<file path="src/rtl/quad_input_conditioner_if.sv">
// -----------------------------------------------------------------------------
// quad_input_conditioner_if
// Groups the quadrature pins, control strobes and conditioned outputs of the
// encoder front end into one bundle.
//   a_raw, b_raw   : raw encoder pins (asynchronous to the system clock)
//   bypass         : 1 = skip debounce, clean levels follow the synchroniser
//   err_clr        : synchronous clear of illegal_err and glitch_cnt
//   a_clean/b_clean: debounced channel levels
//   edge_valid     : 1-cycle pulse when exactly one clean channel changed
//   illegal_err    : sticky flag, both clean channels changed on one edge
//   glitch_cnt     : saturating count of rejected pulses
// master = the side driving the pins (encoder/test side),
// slave  = the conditioner itself.
// -----------------------------------------------------------------------------
interface quad_input_conditioner_if;
    logic       a_raw;
    logic       b_raw;
    logic       bypass;
    logic       err_clr;
    logic       a_clean;
    logic       b_clean;
    logic       edge_valid;
    logic       illegal_err;
    logic [3:0] glitch_cnt;

    modport master (
        output a_raw, b_raw, bypass, err_clr,
        input  a_clean, b_clean, edge_valid, illegal_err, glitch_cnt
    );

    modport slave (
        input  a_raw, b_raw, bypass, err_clr,
        output a_clean, b_clean, edge_valid, illegal_err, glitch_cnt
    );
endinterface

</file>
<file path="src/rtl/quad_input_conditioner.sv">
// -----------------------------------------------------------------------------
// quad_input_conditioner
// Front end for the rotary-encoder decoder. Each quadrature pin is passed
// through a two-flop synchroniser and a stable-count debounce filter; the
// resulting clean A/B levels are Gray-code safe for the decoder. Double
// transitions of the clean levels are flagged, rejected pulses are counted.
// Ports:
//   clk_in   : system clock, rising edge
//   reset_n  : asynchronous active-low reset
//   bus      : quad_input_conditioner_if.slave (pins, controls, outputs)
// Parameters:
//   DEBOUNCE_W   : width of the per-channel stability counter
//   DEBOUNCE_LEN : consecutive differing cycles needed to accept a level
//                  (1 .. 2**DEBOUNCE_W)
// -----------------------------------------------------------------------------
module quad_input_conditioner #(
    parameter int DEBOUNCE_W   = 4,
    parameter int DEBOUNCE_LEN = 8
) (
    input  logic                     clk_in,
    input  logic                     reset_n,
    quad_input_conditioner_if.slave  bus
);
    // Counter value seen on the DEBOUNCE_LEN-th consecutive differing edge.
    localparam logic [DEBOUNCE_W-1:0] LAST_CNT = DEBOUNCE_W'(DEBOUNCE_LEN - 1);

    // Bit 0 = channel A, bit 1 = channel B.
    logic [1:0] raw;
    logic [1:0] sync1_q;
    logic [1:0] sync2_q;
    logic [1:0] clean_q;
    logic [1:0] clean_d;
    logic [1:0] glitch_ev;
    logic [1:0] changed;
    logic [1:0] ev_count;
    logic       bypass_q;
    logic       bypass_chg;
    logic       edge_valid_q;
    logic       edge_valid_d;
    logic       illegal_q;
    logic       illegal_d;
    logic [3:0] glitch_q;
    logic [3:0] glitch_d;
    logic [4:0] glitch_sum;

    assign raw        = {bus.b_raw, bus.a_raw};
    assign bypass_chg = bus.bypass ^ bypass_q;

    // Per-channel debounce filter.
    for (genvar gi = 0; gi < 2; gi++) begin : g_chan
        logic [DEBOUNCE_W-1:0] cnt_q;
        logic [DEBOUNCE_W-1:0] cnt_d;
        logic                  clean_nx;
        logic                  glitch;

        always_comb begin
            cnt_d    = cnt_q;
            clean_nx = clean_q[gi];
            glitch   = 1'b0;
            if (bypass_chg) begin
                // Mode switch restarts the stability count; level untouched.
                cnt_d = '0;
            end else if (bus.bypass) begin
                cnt_d    = '0;
                clean_nx = sync2_q[gi];
            end else if (sync2_q[gi] != clean_q[gi]) begin
                if (cnt_q == LAST_CNT) begin
                    cnt_d    = '0;
                    clean_nx = sync2_q[gi];
                end else begin
                    cnt_d = cnt_q + DEBOUNCE_W'(1);
                end
            end else if (cnt_q != '0) begin
                // Input fell back before the count completed: pulse rejected.
                cnt_d  = '0;
                glitch = 1'b1;
            end
        end

        always_ff @(posedge clk_in or negedge reset_n) begin
            if (!reset_n) begin
                cnt_q <= '0;
            end else begin
                cnt_q <= cnt_d;
            end
        end

        assign clean_d[gi]   = clean_nx;
        assign glitch_ev[gi] = glitch;
    end

    // Change detection looks at the next clean values against current ones,
    // so edge_valid/illegal_err line up with the cycle the new level appears.
    assign changed      = clean_d ^ clean_q;
    assign edge_valid_d = changed[0] ^ changed[1];
    assign illegal_d    = (changed[0] & changed[1]) | (illegal_q & ~bus.err_clr);

    assign ev_count   = {1'b0, glitch_ev[0]} + {1'b0, glitch_ev[1]};
    assign glitch_sum = {1'b0, glitch_q} + {3'b000, ev_count};

    // A clear on an edge with new events keeps those events.
    always_comb begin
        glitch_d = glitch_q;
        if (bus.err_clr) begin
            glitch_d = {2'b00, ev_count};
        end else if (glitch_sum > 5'd15) begin
            glitch_d = 4'hF;
        end else begin
            glitch_d = glitch_sum[3:0];
        end
    end

    always_ff @(posedge clk_in or negedge reset_n) begin
        if (!reset_n) begin
            sync1_q      <= '0;
            sync2_q      <= '0;
            clean_q      <= '0;
            bypass_q     <= 1'b0;
            edge_valid_q <= 1'b0;
            illegal_q    <= 1'b0;
            glitch_q     <= '0;
        end else begin
            sync1_q      <= raw;
            sync2_q      <= sync1_q;
            clean_q      <= clean_d;
            bypass_q     <= bus.bypass;
            edge_valid_q <= edge_valid_d;
            illegal_q    <= illegal_d;
            glitch_q     <= glitch_d;
        end
    end

    assign bus.a_clean     = clean_q[0];
    assign bus.b_clean     = clean_q[1];
    assign bus.edge_valid  = edge_valid_q;
    assign bus.illegal_err = illegal_q;
    assign bus.glitch_cnt  = glitch_q;

endmodule

</file>
<file path="src/flat_wrapper.sv">
// flat-port wrapper written by rule: the top's interface ports become plain ports
module quad_input_conditioner_flat 
#(
    parameter int DEBOUNCE_W   = 4,
    parameter int DEBOUNCE_LEN = 8
)
  (clk_in, reset_n, bus_a_raw, bus_b_raw, bus_bypass, bus_err_clr, bus_a_clean, bus_b_clean, bus_edge_valid, bus_illegal_err, bus_glitch_cnt);
  quad_input_conditioner_if bus_i ();
  input  logic clk_in;
  input  logic reset_n;
  input wire logic [$bits(bus_i.a_raw)-1:0] bus_a_raw;
  input wire logic [$bits(bus_i.b_raw)-1:0] bus_b_raw;
  input wire logic [$bits(bus_i.bypass)-1:0] bus_bypass;
  input wire logic [$bits(bus_i.err_clr)-1:0] bus_err_clr;
  output wire logic [$bits(bus_i.a_clean)-1:0] bus_a_clean;
  output wire logic [$bits(bus_i.b_clean)-1:0] bus_b_clean;
  output wire logic [$bits(bus_i.edge_valid)-1:0] bus_edge_valid;
  output wire logic [$bits(bus_i.illegal_err)-1:0] bus_illegal_err;
  output wire logic [$bits(bus_i.glitch_cnt)-1:0] bus_glitch_cnt;
  assign bus_i.a_raw = bus_a_raw;
  assign bus_i.b_raw = bus_b_raw;
  assign bus_i.bypass = bus_bypass;
  assign bus_i.err_clr = bus_err_clr;
  assign bus_a_clean = bus_i.a_clean;
  assign bus_b_clean = bus_i.b_clean;
  assign bus_edge_valid = bus_i.edge_valid;
  assign bus_illegal_err = bus_i.illegal_err;
  assign bus_glitch_cnt = bus_i.glitch_cnt;
  quad_input_conditioner #(.DEBOUNCE_W(DEBOUNCE_W), .DEBOUNCE_LEN(DEBOUNCE_LEN)) u_core (.clk_in(clk_in), .reset_n(reset_n), .bus(bus_i));
endmodule
</file>
<file path="config.mk">
export PLATFORM = sky130hd
export DESIGN_NAME = quad_input_conditioner_flat
export DESIGN_NICKNAME = d
export VERILOG_FILES = /design/src/rtl/quad_input_conditioner_if.sv /design/src/rtl/quad_input_conditioner.sv /design/src/flat_wrapper.sv
export SDC_FILE = /design/constraint.sdc
export NUM_CORES = 1
export LEC_CHECK = 0
export ABC_AREA = 1
export CAP_MARGIN = 20
export CORE_MARGIN = 5
export CORE_UTILIZATION = 46
export CTS_CLUSTER_DIAMETER = 150
export DETAILED_ROUTE_END_ITERATION = 6
export GPL_TIMING_DRIVEN = 0
export PLACE_DENSITY = 0.68
export SYNTH_ARGS = -nofsm -noshare
export SYNTH_HDL_FRONTEND = slang
export SYNTH_SLANG_ARGS = --single-unit
</file>
<file path="constraint.sdc">
create_clock -name clk_in -period 6.1 [get_ports clk_in]
set_clock_uncertainty 0.1 [all_clocks]
set_input_delay 0.915 -clock clk_in [delete_from_list [all_inputs] [get_ports clk_in]]
set_output_delay 0.915 -clock clk_in [all_outputs]
set_load 0.1 [all_outputs]
</file>
==> impl_metrics.xml, run 1 <==
<?xml version="1.0" encoding="UTF-8"?>
<metrics>
  <group name="final_layout">
    <metric name="stdcell_count" unit="">175</metric>
    <metric name="layout.core_utilization" unit="%">57.4</metric>
    <metric name="area_growth_syn_to_layout" unit="%">17.5</metric>
    <metric name="num-fill-cells" unit="">211</metric>
    <metric name="layout-drive-gt1-share" unit="%">6.80</metric>
    <metric name="num-nets-final" unit="">163</metric>
    <metric name="num_antenna_cells" unit="">0</metric>
  </group>
  <group name="worst_setup_path">
    <metric name="end_kind" unit="">flip-flop</metric>
    <metric name="master_of_the_slowest_instance_on_the_critical_path" unit="">sky130_fd_sc_hd__clkdlybuf4s50_1</metric>
    <metric name="worst-endpoint-required" unit="ns">6.19</metric>
    <metric name="worst_ep_arrival_time" unit="ns">3.24</metric>
    <metric name="worstSetupPathType" unit="">input port to flip-flop</metric>
    <metric name="startpoint_types" unit="">input port</metric>
    <metric name="cpPeakStageDelay" unit="ns">0.49</metric>
    <metric name="timing.critical_path.cells" unit="">clkdlybuf4s50_1 &gt; nor2_4 &gt; inv_2 &gt; nor3_1 &gt; ha_1 &gt; ha_1 &gt; fa_1 &gt; nand2_1 &gt; nand2_1 &gt; o21ai_0 &gt; nor2_1</metric>
    <metric name="crit_path_max_fanout" unit="">6</metric>
  </group>
  <group name="route">
    <metric name="postRouteAntennaNets" unit="">0</metric>
    <metric name="detail_route.drc_violations" unit="">0</metric>
    <metric name="vias_per_cell" unit="">4.98</metric>
    <metric name="detailedRoute.firstPassIterationCount" unit="">4</metric>
    <metric name="via_count" unit="">871</metric>
    <metric name="drt-wirelength-per-cell" unit="um">12.0</metric>
    <metric name="routed_wirelength" unit="um">2100</metric>
    <metric name="first_iter_violations" unit="">18</metric>
  </group>
  <group name="synth">
    <metric name="synth_sequential_area_ratio" unit="%">47.7</metric>
    <metric name="synthesis.nets" unit="">145</metric>
    <metric name="netlist_area" unit="um^2">1100</metric>
    <metric name="dominant_cell_type_by_area_after_synthesis" unit="">sky130_fd_sc_hd__dfrtp_1</metric>
    <metric name="synthTopCellsByArea" unit="">sky130_fd_sc_hd__dfrtp_1, sky130_fd_sc_hd__nand2_1, sky130_fd_sc_hd__ha_1</metric>
    <metric name="yosys.cell_types.count" unit="">20</metric>
    <metric name="ys.warnings.count" unit="">0</metric>
    <metric name="synth_largest_type_area_fraction" unit="%">47.7</metric>
    <metric name="mean_instance_size_in_the_synthesized_netlist" unit="um^2">8.47</metric>
    <metric name="post_synth_inst_count" unit="">130</metric>
    <metric name="synth.ff_latch_count" unit="">21</metric>
  </group>
  <group name="placement">
    <metric name="placedCellCount" unit="">171</metric>
    <metric name="place.gp.congestion" unit="">0.696</metric>
    <metric name="port_buffers" unit="">13</metric>
    <metric name="dpl.hpwl" unit="um">1620</metric>
  </group>
  <group name="clock_network">
    <metric name="reg_clk_slew_reported_paths" unit="ns">0.11</metric>
    <metric name="post_cts_resize_count" unit="">0</metric>
    <metric name="cts.repair_timing.setup_buffer_count" unit="">0</metric>
    <metric name="tritoncts" unit="">yes</metric>
    <metric name="insertion_delay_of_the_later_clocked_pin_in_the_worst_skew_pair" unit="ns">0.29</metric>
    <metric name="htree_num_levels" unit="">1</metric>
    <metric name="root_buffer" unit="">sky130_fd_sc_hd__clkbuf_4</metric>
    <metric name="holdBufCountCts" unit="">0</metric>
    <metric name="tritoncts.num_buffers" unit="">3</metric>
    <metric name="ctsLongestPathBuffers" unit="">2</metric>
    <metric name="clock-sinks" unit="">21</metric>
  </group>
  <group name="power_and_ir_drop">
    <metric name="ir_drop" unit="mV">0.171</metric>
    <metric name="cellLeakagePower" unit="nW">0.688</metric>
    <metric name="cellPowerDensity" unit="nW/um^2">228</metric>
  </group>
  <group name="global_route">
    <metric name="vias_in_the_first_global_route" unit="">874</metric>
    <metric name="grt_max_degree" unit="">22</metric>
    <metric name="groute.usage.overall" unit="%">14.3</metric>
    <metric name="global_route_wire_length_before_repair" unit="um">3860</metric>
    <metric name="overflow" unit="">0</metric>
    <metric name="antenna_found_initial" unit="">0</metric>
  </group>
  <group name="timing">
    <metric name="fin_hold_ws" unit="ns">0.260</metric>
    <metric name="timing.final.crit_share" unit="%">51.7</metric>
    <metric name="fmaxAchievable" unit="MHz">317</metric>
    <metric name="shortest_period_the_worst_path_allows" unit="ns">3.15</metric>
    <metric name="max_slew.worst_pin.slew" unit="ns">0.970</metric>
    <metric name="setup_viol" unit="">0</metric>
    <metric name="setup_total_negative_slack" unit="ns">0</metric>
    <metric name="max-slew-margin-rel" unit="%">35.1</metric>
    <metric name="grt_setup_unrepaired" unit="">false</metric>
    <metric name="slew_viol_final" unit="">0</metric>
    <metric name="final_hold_viol_count" unit="">0</metric>
  </group>
  <group name="worst_hold_path">
    <metric name="min-delay-path-class" unit="">flip-flop to flip-flop</metric>
  </group>
  <group name="outcome">
    <metric name="run_status" unit="">finished, final reports clean</metric>
  </group>
  <group name="job">
    <metric name="max_cap_violations" unit="">0</metric>
  </group>
  <group name="floorplanning">
    <metric name="std_cell_rows" unit="">17</metric>
    <metric name="die_y" unit="um">58.9</metric>
    <metric name="start_util" unit="%">48.8</metric>
    <metric name="io_pins" unit="">14</metric>
    <metric name="die_width" unit="um">58.9</metric>
    <metric name="design.core.area" unit="um^2">2250</metric>
    <metric name="dieArea" unit="um^2">3470</metric>
  </group>
</metrics>
worst max-delay path, delay by kind of cell:
| family | cells | cell delay [ns] |
|---|---|---|
| adders and majority gates | 3 | 0.89 |
| buffers and inverters | 2 | 0.59 |
| and+or+nand+nor | 5 | 0.68 |
| AOI/OAI and AO/OA | 1 | 0.15 |
logic make-up after synthesis:
logic type	after synthesis	share of synthesized area [%]
xor+xnor	3	2.39
fa+ha+maj	9	10.9
simple gates	71	28.7
flops	21	47.7
buf+inv	19	6.48
compound gates	7	3.75
through the flow:
step                      worst slack [ns]  cell area [um^2]  power (mW)
after detailed placement              2.64              1270       0.233
after floorplan                       3.27              1100       0.211
final                                 2.95              1290       0.295
after global routing                  2.83              1290       0.313
after CTS                             2.96              1290       0.300
after global placement                2.65              1270       0.231
worst paths after layout:
path                       cells after the start                  endpoint                 startpoint  slack (ns)
min in group asynchronous                      1         u_core.sync1_q[1]                    reset_n        1.03
min                                            0         u_core.sync2_q[0]          u_core.sync1_q[0]        0.26
max reg2reg                                   12  u_core.bus.glitch_cnt[3]  u_core.g_chan[1].cnt_q[0]        3.55
max in group asynchronous                      1         u_core.sync2_q[0]                    reset_n        4.31
min reg2reg                                    0         u_core.sync2_q[0]          u_core.sync1_q[0]        0.26
max                                           11  u_core.bus.glitch_cnt[3]                 bus_bypass        2.95
synth_stat cells:
master and n:
sky130_fd_sc_hd__nand2_1 34, sky130_fd_sc_hd__dfrtp_1 21, sky130_fd_sc_hd__inv_1 18, sky130_fd_sc_hd__nor2_1 15, sky130_fd_sc_hd__nand3_1 9, sky130_fd_sc_hd__ha_1 8, sky130_fd_sc_hd__nand4_1 6, sky130_fd_sc_hd__a21oi_1 3
sky130_fd_sc_hd__nor3_1 3, sky130_fd_sc_hd__o21ai_0 2, sky130_fd_sc_hd__xor2_1 2, sky130_fd_sc_hd__a21o_1 1, sky130_fd_sc_hd__fa_1 1, sky130_fd_sc_hd__inv_2 1, sky130_fd_sc_hd__nand2_2 1, sky130_fd_sc_hd__nand2_4 1
sky130_fd_sc_hd__nor2_2 1, sky130_fd_sc_hd__nor2_4 1, sky130_fd_sc_hd__o21ai_2 1, sky130_fd_sc_hd__xnor2_1 1
cells in the final DEF (no fill, tap or decap):
cell and count:
sky130_fd_sc_hd__nand2_2 1, sky130_fd_sc_hd__clkdlybuf4s50_1 13, sky130_fd_sc_hd__dfrtp_1 21, sky130_fd_sc_hd__nand4_1 6
sky130_fd_sc_hd__nand2_4 1, sky130_fd_sc_hd__nand2_1 34, sky130_fd_sc_hd__nand3_1 9, sky130_fd_sc_hd__nor2_2 1
sky130_fd_sc_hd__inv_1 18, sky130_fd_sc_hd__clkinv_2 1, sky130_fd_sc_hd__nor3_1 3, sky130_fd_sc_hd__xnor2_1 1
sky130_fd_sc_hd__nor2_1 15, sky130_fd_sc_hd__fa_1 1, sky130_fd_sc_hd__a21o_1 1, sky130_fd_sc_hd__xor2_1 2
sky130_fd_sc_hd__clkbuf_4 3, sky130_fd_sc_hd__a21oi_1 3, sky130_fd_sc_hd__ha_1 8, sky130_fd_sc_hd__o21ai_0 2
sky130_fd_sc_hd__nor2_4 1, sky130_fd_sc_hd__o21ai_2 1, sky130_fd_sc_hd__inv_2 1
layer usage:
metal	routed length, um	global-route usage [%]	up-vias	part of all wire [%]
met1	1030	19.3	416	49
met5	0	0	-	0
met2	985	22.1	9	47
met4	21	5.50	0	1.0
li1	-	-	444	-
met3	60	3.51	2	2.9
area by class of cell:
| cell class | instances | area [um^2] | area share, % |
|---|---|---|---|
| clock buffers | 3 | 22.5 | 1.74 |
| clock inverters | 1 | 5.00 | 0.387 |
| inverters | 19 | 71.3 | 5.51 |
| multi-input cells | 90 | 504 | 39.0 |
| flip-flops and latches | 21 | 526 | 40.6 |
| well taps | 28 | 35.0 | 2.71 |
| repair buffers | 13 | 130 | 10.1 |
flip-flops by register name (all words and copies together), names as in the netlist:
| register | count |
|---|---|
| u_core.bus.edge_valid | 1 |
| u_core.bus.glitch_cnt | 4 |
| u_core.bus.illegal_err | 1 |
| u_core.bypass_q | 1 |
| u_core.clean_q | 2 |
| u_core.g_chan.cnt_q | 8 |
| u_core.sync1_q | 2 |
| u_core.sync2_q | 2 |
power breakdown:
group / switching, mW / internal, mW / leakage (nW)
Clock: 0.0404 / 0.0244 / 0.0177
Sequential: 0.00647 / 0.147 / 0.272
Combinational: 0.0577 / 0.0196 / 0.399
(Power assumes the default switching activity.)
==> run 2, diff against run 1 <==
PLACE_DENSITY = 0.71   (was 0.68)
clock period = 2.74 ns   (was 6.1 ns; I/O delays follow)
==> run 2 against run 1 <==
Global-route usage is 0.56 points lower. Power increased by 130%. Die area did not move. Non-clock buffer count increased by 1. Clock power is 130% higher. Core utilization grew 0.39 points. Combinational power up 120%. Final cell count up 0.57%. Worst setup slack got worse by 2.8 ns. First-iteration DRC count shrank 39%. Via count down 1.3%.
==> impl_metrics.xml, run 2 (synthesis results as in run 1) <==
<?xml version="1.0" encoding="UTF-8"?>
<metrics>
  <group name="outcome">
    <metric name="run_status" unit="">finished, final reports clean</metric>
  </group>
  <group name="worst_setup_path">
    <metric name="worstSetupPathType" unit="">input port to flip-flop</metric>
    <metric name="worst_path_dominant_cell_family" unit="">adder cells</metric>
    <metric name="count_of_buffering_cells_on_the_critical_path_with_inverters_included" unit="">2</metric>
    <metric name="startpoint_types" unit="">input port</metric>
    <metric name="r2r-start" unit="">u_core.g_chan[1].cnt_q[0]</metric>
    <metric name="worst_ep_arrival_time" unit="ns">2.70</metric>
    <metric name="timing.critical_path.cells" unit="">clkdlybuf4s50_1 &gt; nor2_4 &gt; inv_2 &gt; nor3_1 &gt; ha_1 &gt; ha_1 &gt; fa_1 &gt; nand2_1 &gt; nand2_1 &gt; o21ai_0 &gt; nor2_1</metric>
    <metric name="rr_worst_depth" unit="">12</metric>
    <metric name="end_kind" unit="">flip-flop</metric>
    <metric name="master_of_the_slowest_instance_on_the_critical_path" unit="">sky130_fd_sc_hd__clkdlybuf4s50_1</metric>
    <metric name="cpPeakStageDelay" unit="ns">0.50</metric>
    <metric name="reg2reg_to" unit="">u_core.bus.glitch_cnt[3]</metric>
    <metric name="worst-endpoint-required" unit="ns">2.84</metric>
    <metric name="reg2reg_setup_slack" unit="ns">0.20</metric>
    <metric name="crit_path_max_fanout" unit="">6</metric>
  </group>
  <group name="clock_network">
    <metric name="clock-sinks" unit="">21</metric>
    <metric name="holdBufCountCts" unit="">0</metric>
    <metric name="cts.repair_timing.setup_buffer_count" unit="">0</metric>
    <metric name="root_buffer" unit="">sky130_fd_sc_hd__clkbuf_4</metric>
    <metric name="post_cts_resize_count" unit="">0</metric>
    <metric name="tritoncts.num_buffers" unit="">3</metric>
    <metric name="ctsLongestPathBuffers" unit="">2</metric>
    <metric name="reg_clk_slew_reported_paths" unit="ns">0.12</metric>
    <metric name="tritoncts" unit="">yes</metric>
    <metric name="insertion_delay_of_the_later_clocked_pin_in_the_worst_skew_pair" unit="ns">0.30</metric>
    <metric name="htree_num_levels" unit="">1</metric>
  </group>
  <group name="global_route">
    <metric name="global_route_wire_length_before_repair" unit="um">3640</metric>
    <metric name="groute.usage.overall" unit="%">13.8</metric>
    <metric name="antenna_found_initial" unit="">0</metric>
    <metric name="vias_in_the_first_global_route" unit="">881</metric>
    <metric name="overflow" unit="">0</metric>
    <metric name="grt_max_degree" unit="">22</metric>
  </group>
  <group name="route">
    <metric name="via_count" unit="">860</metric>
    <metric name="postRouteAntennaNets" unit="">0</metric>
    <metric name="drt-wirelength-per-cell" unit="um">11.5</metric>
    <metric name="routed.top_layer" unit="">met4</metric>
    <metric name="route.met2.wl" unit="um">962</metric>
    <metric name="first_iter_violations" unit="">11</metric>
    <metric name="detailedRoute.firstPassIterationCount" unit="">4</metric>
    <metric name="routed_wirelength" unit="um">2030</metric>
    <metric name="detail_route.drc_violations" unit="">0</metric>
    <metric name="detail_route.wirelength.met1" unit="um">958</metric>
    <metric name="vias_per_cell" unit="">4.89</metric>
    <metric name="detailroute.wirelength.met3" unit="um">71</metric>
  </group>
  <group name="timing">
    <metric name="timing.final.crit_share" unit="%">94.9</metric>
    <metric name="slew_viol_final" unit="">0</metric>
    <metric name="grt_setup_unrepaired" unit="">false</metric>
    <metric name="max_slew.worst_pin.slew" unit="ns">0.976</metric>
    <metric name="final_hold_viol_count" unit="">0</metric>
    <metric name="max-slew-margin-rel" unit="%">34.8</metric>
    <metric name="shortest_period_the_worst_path_allows" unit="ns">2.60</metric>
    <metric name="fmaxAchievable" unit="MHz">385</metric>
    <metric name="setup_viol" unit="">0</metric>
    <metric name="setup_total_negative_slack" unit="ns">0</metric>
    <metric name="final_worst_setup_slack" unit="ns">0.141</metric>
  </group>
  <group name="final_layout">
    <metric name="most_used_cells_in_the_layout_excluding_fill_and_tap_cells" unit="">sky130_fd_sc_hd__nand2_1, sky130_fd_sc_hd__dfrtp_1, sky130_fd_sc_hd__inv_1, sky130_fd_sc_hd__nor2_1, sky130_fd_sc_hd__clkdlybuf4s50_1</metric>
    <metric name="layout.cell_area.non_filler" unit="um^2">1300</metric>
    <metric name="registers.top_by_ff_count" unit="">u_core.g_chan.cnt_q</metric>
    <metric name="num_antenna_cells" unit="">0</metric>
    <metric name="sequential_cell_area_in_the_final_layout" unit="um^2">528</metric>
    <metric name="stdcell_count" unit="">176</metric>
    <metric name="mostFrequentLayoutCell" unit="">sky130_fd_sc_hd__nand2_1</metric>
    <metric name="num-fill-cells" unit="">207</metric>
    <metric name="largest_reg_flops" unit="">8</metric>
    <metric name="layout-drive-gt1-share" unit="%">8.11</metric>
    <metric name="num-nets-final" unit="">164</metric>
    <metric name="multiInputGateArea" unit="um^2">504</metric>
    <metric name="area_growth_syn_to_layout" unit="%">18.3</metric>
  </group>
  <group name="floorplanning">
    <metric name="std_cell_rows" unit="">17</metric>
    <metric name="io_pins" unit="">14</metric>
    <metric name="die_y" unit="um">58.9</metric>
    <metric name="design.core.area" unit="um^2">2250</metric>
    <metric name="dieArea" unit="um^2">3470</metric>
    <metric name="die_width" unit="um">58.9</metric>
    <metric name="start_util" unit="%">48.8</metric>
  </group>
  <group name="placement">
    <metric name="placedCellCount" unit="">171</metric>
    <metric name="port_buffers" unit="">13</metric>
    <metric name="dpl.hpwl" unit="um">1610</metric>
    <metric name="detailedPlace.worstSlack" unit="ns">-0.288</metric>
    <metric name="post_dp_cell_area" unit="um^2">1270</metric>
    <metric name="place.gp.congestion" unit="">0.728</metric>
  </group>
  <group name="power_and_ir_drop">
    <metric name="cellLeakagePower" unit="nW">0.689</metric>
    <metric name="cellPowerDensity" unit="nW/um^2">510</metric>
    <metric name="post-layout-total-power" unit="mW">0.664</metric>
    <metric name="ir_drop" unit="mV">0.390</metric>
  </group>
  <group name="worst_hold_path">
    <metric name="hold_depth" unit="">0</metric>
    <metric name="min-delay-path-class" unit="">flip-flop to flip-flop</metric>
    <metric name="min_to" unit="">u_core.sync2_q[0]</metric>
    <metric name="timing.hold.worst.start" unit="">u_core.sync1_q[0]</metric>
  </group>
  <group name="job">
    <metric name="max_cap_violations" unit="">0</metric>
  </group>
</metrics>
[run 2: cell count changes in the layout (fill, tap and decap cells not counted)]
cell                       delta
sky130_fd_sc_hd__dfrtp_1      -2
sky130_fd_sc_hd__clkbuf_1     +1
sky130_fd_sc_hd__dfrtp_2      +2
sky130_fd_sc_hd__buf_4        +1
sky130_fd_sc_hd__clkinv_2     -1
[run 2: through the flow]
| step | utilization, % | hold WS, ns |
|---|---|---|
| 2_1_floorplan | - | 0.0154 |
| 3_3_place_gp | 56.3 | 0.234 |
| 3_5_place_dp | 56.3 | 0.237 |
| 4_1_cts | 57.4 | 0.264 |
| 5_1_grt | 57.8 | 0.284 |
| 6_report | 57.8 | 0.260 |
[run 2: worst max-delay path by stage]
stage	from	endpoint	slack (ns)	depth (start not counted)
2_1_floorplan	u_core.clean_q[1]	u_core.bus.glitch_cnt[3]	0.20	11
3_3_place_gp	bus_bypass	u_core.bus.glitch_cnt[3]	-0.21	11
3_5_place_dp	bus_bypass	u_core.bus.glitch_cnt[3]	-0.29	11
4_1_cts	bus_bypass	u_core.bus.glitch_cnt[3]	0.05	11
5_1_grt	u_core.g_chan[1].cnt_q[0]	u_core.bus.glitch_cnt[3]	0.006	12
6_report	bus_bypass	u_core.bus.glitch_cnt[3]	0.14	11
[run 2: power breakdown]
part | internal (mW) | switching, mW
Combinational | 0.0446 | 0.129
Sequential | 0.327 | 0.0141
Clock | 0.0568 | 0.0924
Total | 0.429 | 0.235
[run 2: layer usage]
layer	GRT usage, %	up-vias
met3	3.07	5
met2	21.8	9
met4	7.12	0
met5	0	-
li1	-	450
met1	17.5	396
[run 2: cell type report]
cell class                 count  share of cell area, %
sequential                    21                   40.5
multi-input combinational     90                   38.7
timing repair buffer          14                   10.6
inverter                      19                   5.48
tap                           28                   2.69
clock buffer                   4                   2.02
==> run 3, diff against run 2 <==
CORE_ASPECT_RATIO = 1.2   (was unset)
==> run 3 against run 2 <==
Count of clock-buffer cells in the layout did not move. Sequential cell count did not move. Sequential power is essentially flat. Routed wire length increased by 4.6%. Power rose by 0.64%. Sequential share of layout area down 0.80 points. Via count up 3.3%. First-iteration DRC count up 130%. Register-to-register slack is essentially flat. Combinational power up 4%. Global-route usage grew 0.94 points. Final area up 2.0%.
==> impl_metrics.xml, run 3 (synthesis results as in run 1) <==
<?xml version="1.0" encoding="UTF-8"?>
<metrics>
  <group name="timing">
    <metric name="setup_viol" unit="">0</metric>
    <metric name="shortest_period_the_worst_path_allows" unit="ns">2.63</metric>
    <metric name="max-slew-margin-rel" unit="%">35.2</metric>
    <metric name="slew_viol_final" unit="">0</metric>
    <metric name="final_worst_setup_slack" unit="ns">0.115</metric>
    <metric name="final_hold_viol_count" unit="">0</metric>
    <metric name="max_slew.worst_pin.slew" unit="ns">0.968</metric>
    <metric name="fin_hold_ws" unit="ns">0.262</metric>
    <metric name="fmaxAchievable" unit="MHz">381</metric>
    <metric name="timing.final.crit_share" unit="%">95.8</metric>
  </group>
  <group name="global_route">
    <metric name="groute.usage.overall" unit="%">14.7</metric>
    <metric name="vias_in_the_first_global_route" unit="">939</metric>
    <metric name="antenna_found_initial" unit="">0</metric>
    <metric name="grt_max_degree" unit="">22</metric>
    <metric name="global_route_wire_length_before_repair" unit="um">3800</metric>
    <metric name="overflow" unit="">0</metric>
  </group>
  <group name="power_and_ir_drop">
    <metric name="seq_power_share" unit="%">51.0</metric>
    <metric name="cellLeakagePower" unit="nW">0.700</metric>
    <metric name="intPower" unit="mW">0.431</metric>
    <metric name="p_sw_share" unit="%">35.5</metric>
    <metric name="cellPowerDensity" unit="nW/um^2">503</metric>
    <metric name="clock_power_share" unit="%">22.0</metric>
    <metric name="power.switching" unit="mW">0.237</metric>
    <metric name="power.share.combinational" unit="%">27.0</metric>
    <metric name="ir_drop" unit="mV">0.371</metric>
  </group>
  <group name="final_layout">
    <metric name="sequential_cell_area_in_the_final_layout" unit="um^2">528</metric>
    <metric name="multiInputGateArea" unit="um^2">512</metric>
    <metric name="layout-drive-gt1-share" unit="%">10.7</metric>
    <metric name="area_growth_syn_to_layout" unit="%">20.7</metric>
    <metric name="num-nets-final" unit="">166</metric>
    <metric name="registers.top_by_ff_count" unit="">u_core.g_chan.cnt_q</metric>
    <metric name="num-fill-cells" unit="">214</metric>
    <metric name="mostFrequentLayoutCell" unit="">sky130_fd_sc_hd__nand2_1</metric>
    <metric name="most_used_cells_in_the_layout_excluding_fill_and_tap_cells" unit="">sky130_fd_sc_hd__nand2_1, sky130_fd_sc_hd__dfrtp_1, sky130_fd_sc_hd__inv_1, sky130_fd_sc_hd__nor2_1, sky130_fd_sc_hd__clkdlybuf4s50_1</metric>
    <metric name="layout.cell_area.non_filler" unit="um^2">1330</metric>
    <metric name="largest_reg_flops" unit="">8</metric>
    <metric name="num_antenna_cells" unit="">0</metric>
    <metric name="stdcell_count" unit="">181</metric>
  </group>
  <group name="clock_network">
    <metric name="clock-sinks" unit="">21</metric>
    <metric name="htree_num_levels" unit="">1</metric>
    <metric name="tritoncts" unit="">yes</metric>
    <metric name="ctsLongestPathBuffers" unit="">2</metric>
    <metric name="tritoncts.num_buffers" unit="">3</metric>
    <metric name="root_buffer" unit="">sky130_fd_sc_hd__clkbuf_4</metric>
    <metric name="insertion_delay_of_the_later_clocked_pin_in_the_worst_skew_pair" unit="ns">0.30</metric>
    <metric name="reg_clk_slew_reported_paths" unit="ns">0.11</metric>
  </group>
  <group name="worst_setup_path">
    <metric name="cpPeakStageDelay" unit="ns">0.51</metric>
    <metric name="master_of_the_slowest_instance_on_the_critical_path" unit="">sky130_fd_sc_hd__clkdlybuf4s50_1</metric>
    <metric name="crit_path_max_fanout" unit="">6</metric>
    <metric name="timing.critical_path.cells" unit="">clkdlybuf4s50_1 &gt; nor2_4 &gt; inv_2 &gt; nor3_2 &gt; ha_1 &gt; ha_1 &gt; fa_1 &gt; nand2_1 &gt; nand2_1 &gt; o21ai_0 &gt; nor2_1</metric>
    <metric name="worst-endpoint-required" unit="ns">2.83</metric>
    <metric name="reg2reg_setup_slack" unit="ns">0.19</metric>
    <metric name="end_kind" unit="">flip-flop</metric>
    <metric name="worst_ep_arrival_time" unit="ns">2.72</metric>
    <metric name="startpoint_types" unit="">input port</metric>
    <metric name="worstSetupPathType" unit="">input port to flip-flop</metric>
  </group>
  <group name="route">
    <metric name="drt-wirelength-per-cell" unit="um">11.7</metric>
    <metric name="routed.top_layer" unit="">met4</metric>
    <metric name="detailroute.wirelength.met3" unit="um">76</metric>
    <metric name="postRouteAntennaNets" unit="">0</metric>
    <metric name="detail_route.drc_violations" unit="">0</metric>
    <metric name="first_iter_violations" unit="">25</metric>
    <metric name="vias_per_cell" unit="">4.91</metric>
    <metric name="routed_wirelength" unit="um">2120</metric>
    <metric name="detailedRoute.firstPassIterationCount" unit="">4</metric>
    <metric name="detail_route.wirelength.met1" unit="um">900</metric>
    <metric name="route.met2.wl" unit="um">1090</metric>
    <metric name="via_count" unit="">888</metric>
  </group>
  <group name="floorplanning">
    <metric name="design.core.area" unit="um^2">2280</metric>
    <metric name="start_util" unit="%">48.2</metric>
    <metric name="dieArea" unit="um^2">3480</metric>
    <metric name="io_pins" unit="">14</metric>
    <metric name="die_y" unit="um">63.6</metric>
    <metric name="die_width" unit="um">54.7</metric>
    <metric name="std_cell_rows" unit="">19</metric>
  </group>
  <group name="placement">
    <metric name="post_dp_cell_area" unit="um^2">1270</metric>
    <metric name="detailedPlace.worstSlack" unit="ns">-0.328</metric>
    <metric name="dpl.hpwl" unit="um">1560</metric>
    <metric name="place.gp.congestion" unit="">0.831</metric>
    <metric name="placedCellCount" unit="">174</metric>
    <metric name="port_buffers" unit="">13</metric>
  </group>
  <group name="job">
    <metric name="max_cap_violations" unit="">0</metric>
  </group>
  <group name="outcome">
    <metric name="run_status" unit="">finished, final reports clean</metric>
  </group>
  <group name="worst_hold_path">
    <metric name="min-delay-path-class" unit="">flip-flop to flip-flop</metric>
  </group>
</metrics>
## run 3: through the flow
step / TNS [ns] / util, % / power [mW]
2_1_floorplan: 0 / - / 0.470
3_3_place_gp: -0.569 / 55.8 / 0.516
3_5_place_dp: -0.901 / 55.8 / 0.521
4_1_cts: 0 / 56.9 / 0.672
5_1_grt: -0.0232 / 58.2 / 0.710
6_report: 0 / 58.2 / 0.668
## run 3: area by class of cell
cell class	instances	area share (%)
sequential	21	39.7
tap	31	2.92
multi-input combinational	90	38.5
clock buffer	4	1.98
inverter	19	5.37
timing repair buffer	16	11.5
## run 3: final timing paths
| kind | from | endpoint | depth (start not counted) |
|---|---|---|---|
| worst min register to register | u_core.sync1_q[0] | u_core.sync2_q[0] | 0 |
| worst max register to register | u_core.g_chan[1].cnt_q[1] | u_core.bus.glitch_cnt[3] | 12 |
| worst max-delay path | bus_bypass | u_core.bus.glitch_cnt[3] | 11 |
| min in group asynchronous | reset_n | u_core.g_chan[1].cnt_q[0] | 1 |
| max in group asynchronous | reset_n | u_core.clean_q[0] | 1 |
| worst min-delay path | u_core.sync1_q[0] | u_core.sync2_q[0] | 0 |
## run 3: what timing repair did
action,CTS,global route
setup buffers,0,3
resized for setup,0,2
hold buffers,0,0
setup endpoints to repair,0,1
## run 3: critical path: cells and delay by family
kind                       cells  cell delay, ns
buffers and inverters          2            0.62
adders and majority gates      3            0.89
and+or+nand+nor                5            0.63
AOI/OAI and AO/OA              1            0.17
## run 3: per-layer routing
layer	track usage (%)	vias to the layer above
met5	0	-
met2	23.5	18
met3	3.77	6
li1	-	449
met4	6.85	0
met1	17.7	415
## run 3: power by group through the flow
stage	Combinational [mW]	Clock, mW	Sequential [mW]
2_1_floorplan	0.0527	0	0.417
3_3_place_gp	0.170	0	0.346
3_5_place_dp	0.174	0	0.347
4_1_cts	0.175	0.155	0.341
5_1_grt	0.196	0.170	0.344
6_report	0.180	0.147	0.341
==> RTL change 1, RTL diff (settings of run 2) <==
`DEBOUNCE_W` is set to 4 in 2 places; all go to 5.
--- a/src/rtl/quad_input_conditioner.sv
+++ b/src/rtl/quad_input_conditioner.sv
@@ -14,7 +14,7 @@
 //                  (1 .. 2**DEBOUNCE_W)
 // -----------------------------------------------------------------------------
 module quad_input_conditioner #(
-    parameter int DEBOUNCE_W   = 4,
+    parameter int DEBOUNCE_W   = 5,
     parameter int DEBOUNCE_LEN = 8
 ) (
     input  logic                     clk_in,
--- a/src/flat_wrapper.sv
+++ b/src/flat_wrapper.sv
@@ -1,7 +1,7 @@
 // flat-port wrapper written by rule: the top's interface ports become plain ports
 module quad_input_conditioner_flat 
 #(
-    parameter int DEBOUNCE_W   = 4,
+    parameter int DEBOUNCE_W   = 5,
     parameter int DEBOUNCE_LEN = 8
 )
   (clk_in, reset_n, bus_a_raw, bus_b_raw, bus_bypass, bus_err_clr, bus_a_clean, bus_b_clean, bus_edge_valid, bus_illegal_err, bus_glitch_cnt);
Check against the original RTL: no difference found for any inputs over 10 cycles, from zero or initial values and one cycle with reset_n low; that may be too few to reach the edited logic, so the function may still have changed.
==> RTL change 1 against run 2 <==
  * Sequential cell count grew 2
  * Area after synthesis grew 12%
  * Cell area grew 12%
  * Global-route usage grew 0.35 points
  * Worst setup slack gained 0.13 ns
  * Count of clock-buffer cells in the layout shrank 1
  * Die area grew 9.6%
  * Wire length grew 10%
  * Power grew 3.2%
  * Highest routed layer unchanged
==> RTL change 1: results (changes against run 2) <==
gr usage total=14.1% (was 13.8%); vias in the first global route=986 (was 881); storage element area=578 µm² (was 528 µm²); xor and xnor fraction of the mapped netlist area=2.85% (was 2.39%); pin count of the biggest net entering global routing=24 (was 22); Netlist cell types=18 (was 20); Crit Path Max Fanout=4 (was 6); CP peak stage delay=0.45 ns (was 0.50 ns); syn_nets=162 (was 145); status=complete, no violations (unchanged); Final #Nets=181 (was 164); adder-cell share of the synthesized area=9.78% (was 10.9%); dpl cell area=1400 µm² (was 1270 µm²); Synth Area in Compound Gates=3.05% (was 3.75%); Commonest cells post-synth=41 x nand2_1, 23 x dfrtp_1, 21 x inv_1 (was 34 x nand2_1, 21 x dfrtp_1, 18 x inv_1); register area share after synthesis=46.8% (was 47.7%); gpl congestion=0.773 (was 0.728); hold path start=u_core.sync1_q[1] (was u_core.sync1_q[0]); leak pwr=0.742 nW (was 0.689 nW); Least-Margin Pin Slew=0.978 ns (was 0.976 ns); Detailed Route Iter0 Violations=20 (was 11); WL final=2240 µm (was 2030 µm); pre-CTS setup slack=-0.0530 ns (was -0.288 ns); first-pass GRT wire length=4020 µm (was 3640 µm); DR pass1 iterations=6 (was 4)
-- RTL change 1: final timing paths --
kind	endpoint	slack, ns	cells after the start
worst min register to register	u_core.sync2_q[1]	0.26	0
worst max-delay path	u_core.bus.glitch_cnt[3]	0.27	11
worst min-delay path	u_core.sync2_q[1]	0.26	0
min in group asynchronous	u_core.g_chan[1].cnt_q[3]	0.27	1
max in group asynchronous	u_core.clean_q[1]	1.85	2
worst max register to register	u_core.bus.glitch_cnt[3]	0.31	12
-- RTL change 1: layout make-up --
cell class	count	share of cell area, %
multi-input combinational	102	38.7
clock buffer	3	1.55
buffer	1	0.775
timing repair buffer	14	10.8
tap	30	2.58
sequential	23	39.8
clock inverter	1	0.344
inverter	21	5.42
-- RTL change 1: per-layer routing --
layer	global-route usage [%]	vias up	wire [µm]
li1	-	495	-
met1	17.7	434	1060
met2	24.4	15	1070
met3	2.10	4	74
met4	5.45	0	34
met5	0	-	0
-- RTL change 1: cells by family (layout without fill, tap and decap cells) --
logic type / after synthesis / in the layout
and+or+nand+nor: 82 / 82
buffers and inverters: 22 / 40
adders and majority gates: 9 / 9
xor gates and xnor gates: 4 / 4
AOI/OAI and AO/OA: 7 / 7
DFF: 23 / 23
-- RTL change 1: where the power goes --
part           internal (mW)  switching, mW  total, mW
logic                 0.0453          0.116      0.161
clock network         0.0546          0.101      0.156
registers              0.355         0.0137      0.369
-- RTL change 1: through the flow --
step,TNS [ns],std cells,hold slack (ns),total power [mW]
2_1_floorplan,0,147,0.0154,0.485
3_3_place_gp,0,190,0.235,0.529
3_5_place_dp,-0.140,190,0.236,0.532
4_1_cts,0,194,0.265,0.693
5_1_grt,0,195,0.275,0.720
6_report,0,195,0.263,0.686
==> RTL change 2, RTL diff (settings of run 2) <==
Without the edit above. Reset style: synchronous (`reset_n`), changed in 2 clocked blocks. Comments in the files are not updated.
--- a/src/rtl/quad_input_conditioner.sv
+++ b/src/rtl/quad_input_conditioner.sv
@@ -77,7 +77,7 @@
             end
         end
 
-        always_ff @(posedge clk_in or negedge reset_n) begin
+        always_ff @(posedge clk_in) begin
             if (!reset_n) begin
                 cnt_q <= '0;
             end else begin
@@ -110,7 +110,7 @@
         end
     end
 
-    always_ff @(posedge clk_in or negedge reset_n) begin
+    always_ff @(posedge clk_in) begin
         if (!reset_n) begin
             sync1_q      <= '0;
             sync2_q      <= '0;
Check against the original RTL: differs if reset_n is asserted again (counterexample within 4 cycles, from zero or initial values and one cycle with reset_n low); with reset_n held inactive, the same outputs for 10 cycles.
==> RTL change 2 against run 2 <==
  * Area after synthesis down 5.7%
  * Largest power group unchanged
  * Synthesized cell count up 6.2%
  * Critical endpoint is now u_core.bus.glitch_cnt[1]
  * Sequential cell count unchanged
  * Die area down 4.7%
  * Wire length down 14%
  * Cell area down 5.5%
  * Non-clock buffer count unchanged
  * Combinational power down 40%
  * Worst setup slack better by 0.12 ns
  * Power down 15%
  * First-iteration DRC count down 18%
==> RTL change 2: results (changes against run 2) <==
Ys Warns=0 (unchanged); Peak VDD IR=0.270 mV (was 0.390 mV); synth top area cells=dfxtp_1 40%, nand2_1 11%, ha_1 9.6% (was dfrtp_1 48%, nand2_1 12%, ha_1 9.1%); area grow syn2layout=18.6% (was 18.3%); clk buf depth=2 (unchanged); met1 Track Usage GR=14.3% (was 17.5%); pin count of the biggest net entering global routing=12 (was 22); crit path to=u_core.bus.glitch_cnt[1] (was u_core.bus.glitch_cnt[3]); hold path start=u_core.sync1_q[1] (was u_core.sync1_q[0]); relative slew slack=35.1% (was 34.8%); R2R setup slack=0.41 ns (was 0.20 ns); antenna violations before repair=0 (unchanged); clock-pin slew on the worst setup and hold paths=0.11 ns; ratio of cells with drive above 1 in the final layout=9.68% (was 8.11%); post-route insts no fill=183 (was 176); CTS root buf=clkbuf_4 (unchanged); first-pass GRT wire length=3200 µm (was 3640 µm); global routing usage on met3=2.71% (was 3.07%); hold path cells=2 (was 0); port bufs=13 (unchanged); register area share after synthesis=40.5% (was 47.7%); R2R depth=11 (was 12); smallest hold slack=0.329 ns (was 0.260 ns); Post-CTS Resized=0 (unchanged); clk_lat worst skew=0.29 ns; status=complete, no violations (unchanged); TritonCTS buffer count=3 (unchanged); crit path from=bus_bypass (unchanged); max capacitance violation total=0 (unchanged); pre-CTS setup slack=-0.0444 ns (was -0.288 ns); Fillers=206 (was 207); Commonest cells post-synth=30 x nand2_1, 21 x dfxtp_1, 20 x nor2_1 (was 34 x nand2_1, 21 x dfrtp_1, 18 x inv_1); gr usage total=11.7% (was 13.8%); vias in the first global route=807 (was 881); max reg flops=8 (unchanged); met2 Use GR=20.3% (was 21.8%); M1 WL=857 µm (was 958 µm); Worst Hold End=u_core.sync2_q[1] (was u_core.sync2_q[0]); arrival time worst endpoint=2.57 ns (was 2.70 ns); Hold Crit Class=reg2reg (unchanged); leak pwr=0.566 nW (was 0.689 nW); htree depth=1 (unchanged); worst setup margin=0.260 ns (was 0.141 ns); DR pass1 iterations=2 (was 4); Crit Path Max Fanout=4 (was 6); fraction of registers with async set or reset after synthesis=0% (was 100%); HPWL Detailed=1440 µm (was 1610 µm); Detailed Route Iter0 Violations=9 (was 11); met2 routed WL=811 µm (was 962 µm); Critical R2R Launch=u_core.g_chan[0].cnt_q[0] (was u_core.g_chan[1].cnt_q[0]); syn_nets=153 (was 145); Final #Nets=171 (was 164); Netlist cell types=18 (was 20); dpl cell area=1200 µm² (was 1270 µm²); post-CTS setup repair buffer count=0 (unchanged); WL met3=54 µm (was 71 µm); syn_area_per_cell=7.53 µm² (was 8.47 µm²); WL final=1740 µm (was 2030 µm); vias after detailed routing=859 (was 860); gpl congestion=0.788 (was 0.728)
==> RTL change 2: kinds of logic after synthesis <==
kind of cell,Yosys count,share of synthesized area [%]
compound gates,12,7.23
flops,21,40.5
fa+ha+maj,9,11.6
simple gates,68,28.1
xor+xnor,5,4.22
buf+inv,23,8.43
==> RTL change 2: cell type report <==
| class | instances | area share [%] |
|---|---|---|
| multi-input combinational | 94 | 43.1 |
| sequential | 21 | 34.2 |
| tap | 28 | 2.85 |
| buffer | 1 | 0.407 |
| clock buffer | 4 | 2.13 |
| inverter | 22 | 6.71 |
| timing repair buffer | 13 | 10.6 |
==> RTL change 2: where the power goes <==
part / total (mW) / switching, mW / leakage (nW) / internal, mW
Sequential: 0.321 / 0.00626 / 0.172 / 0.315
Clock: 0.143 / 0.0870 / 0.0150 / 0.0565
Combinational: 0.103 / 0.0711 / 0.380 / 0.0316
Total: 0.567 / 0.164 / 0.566 / 0.403
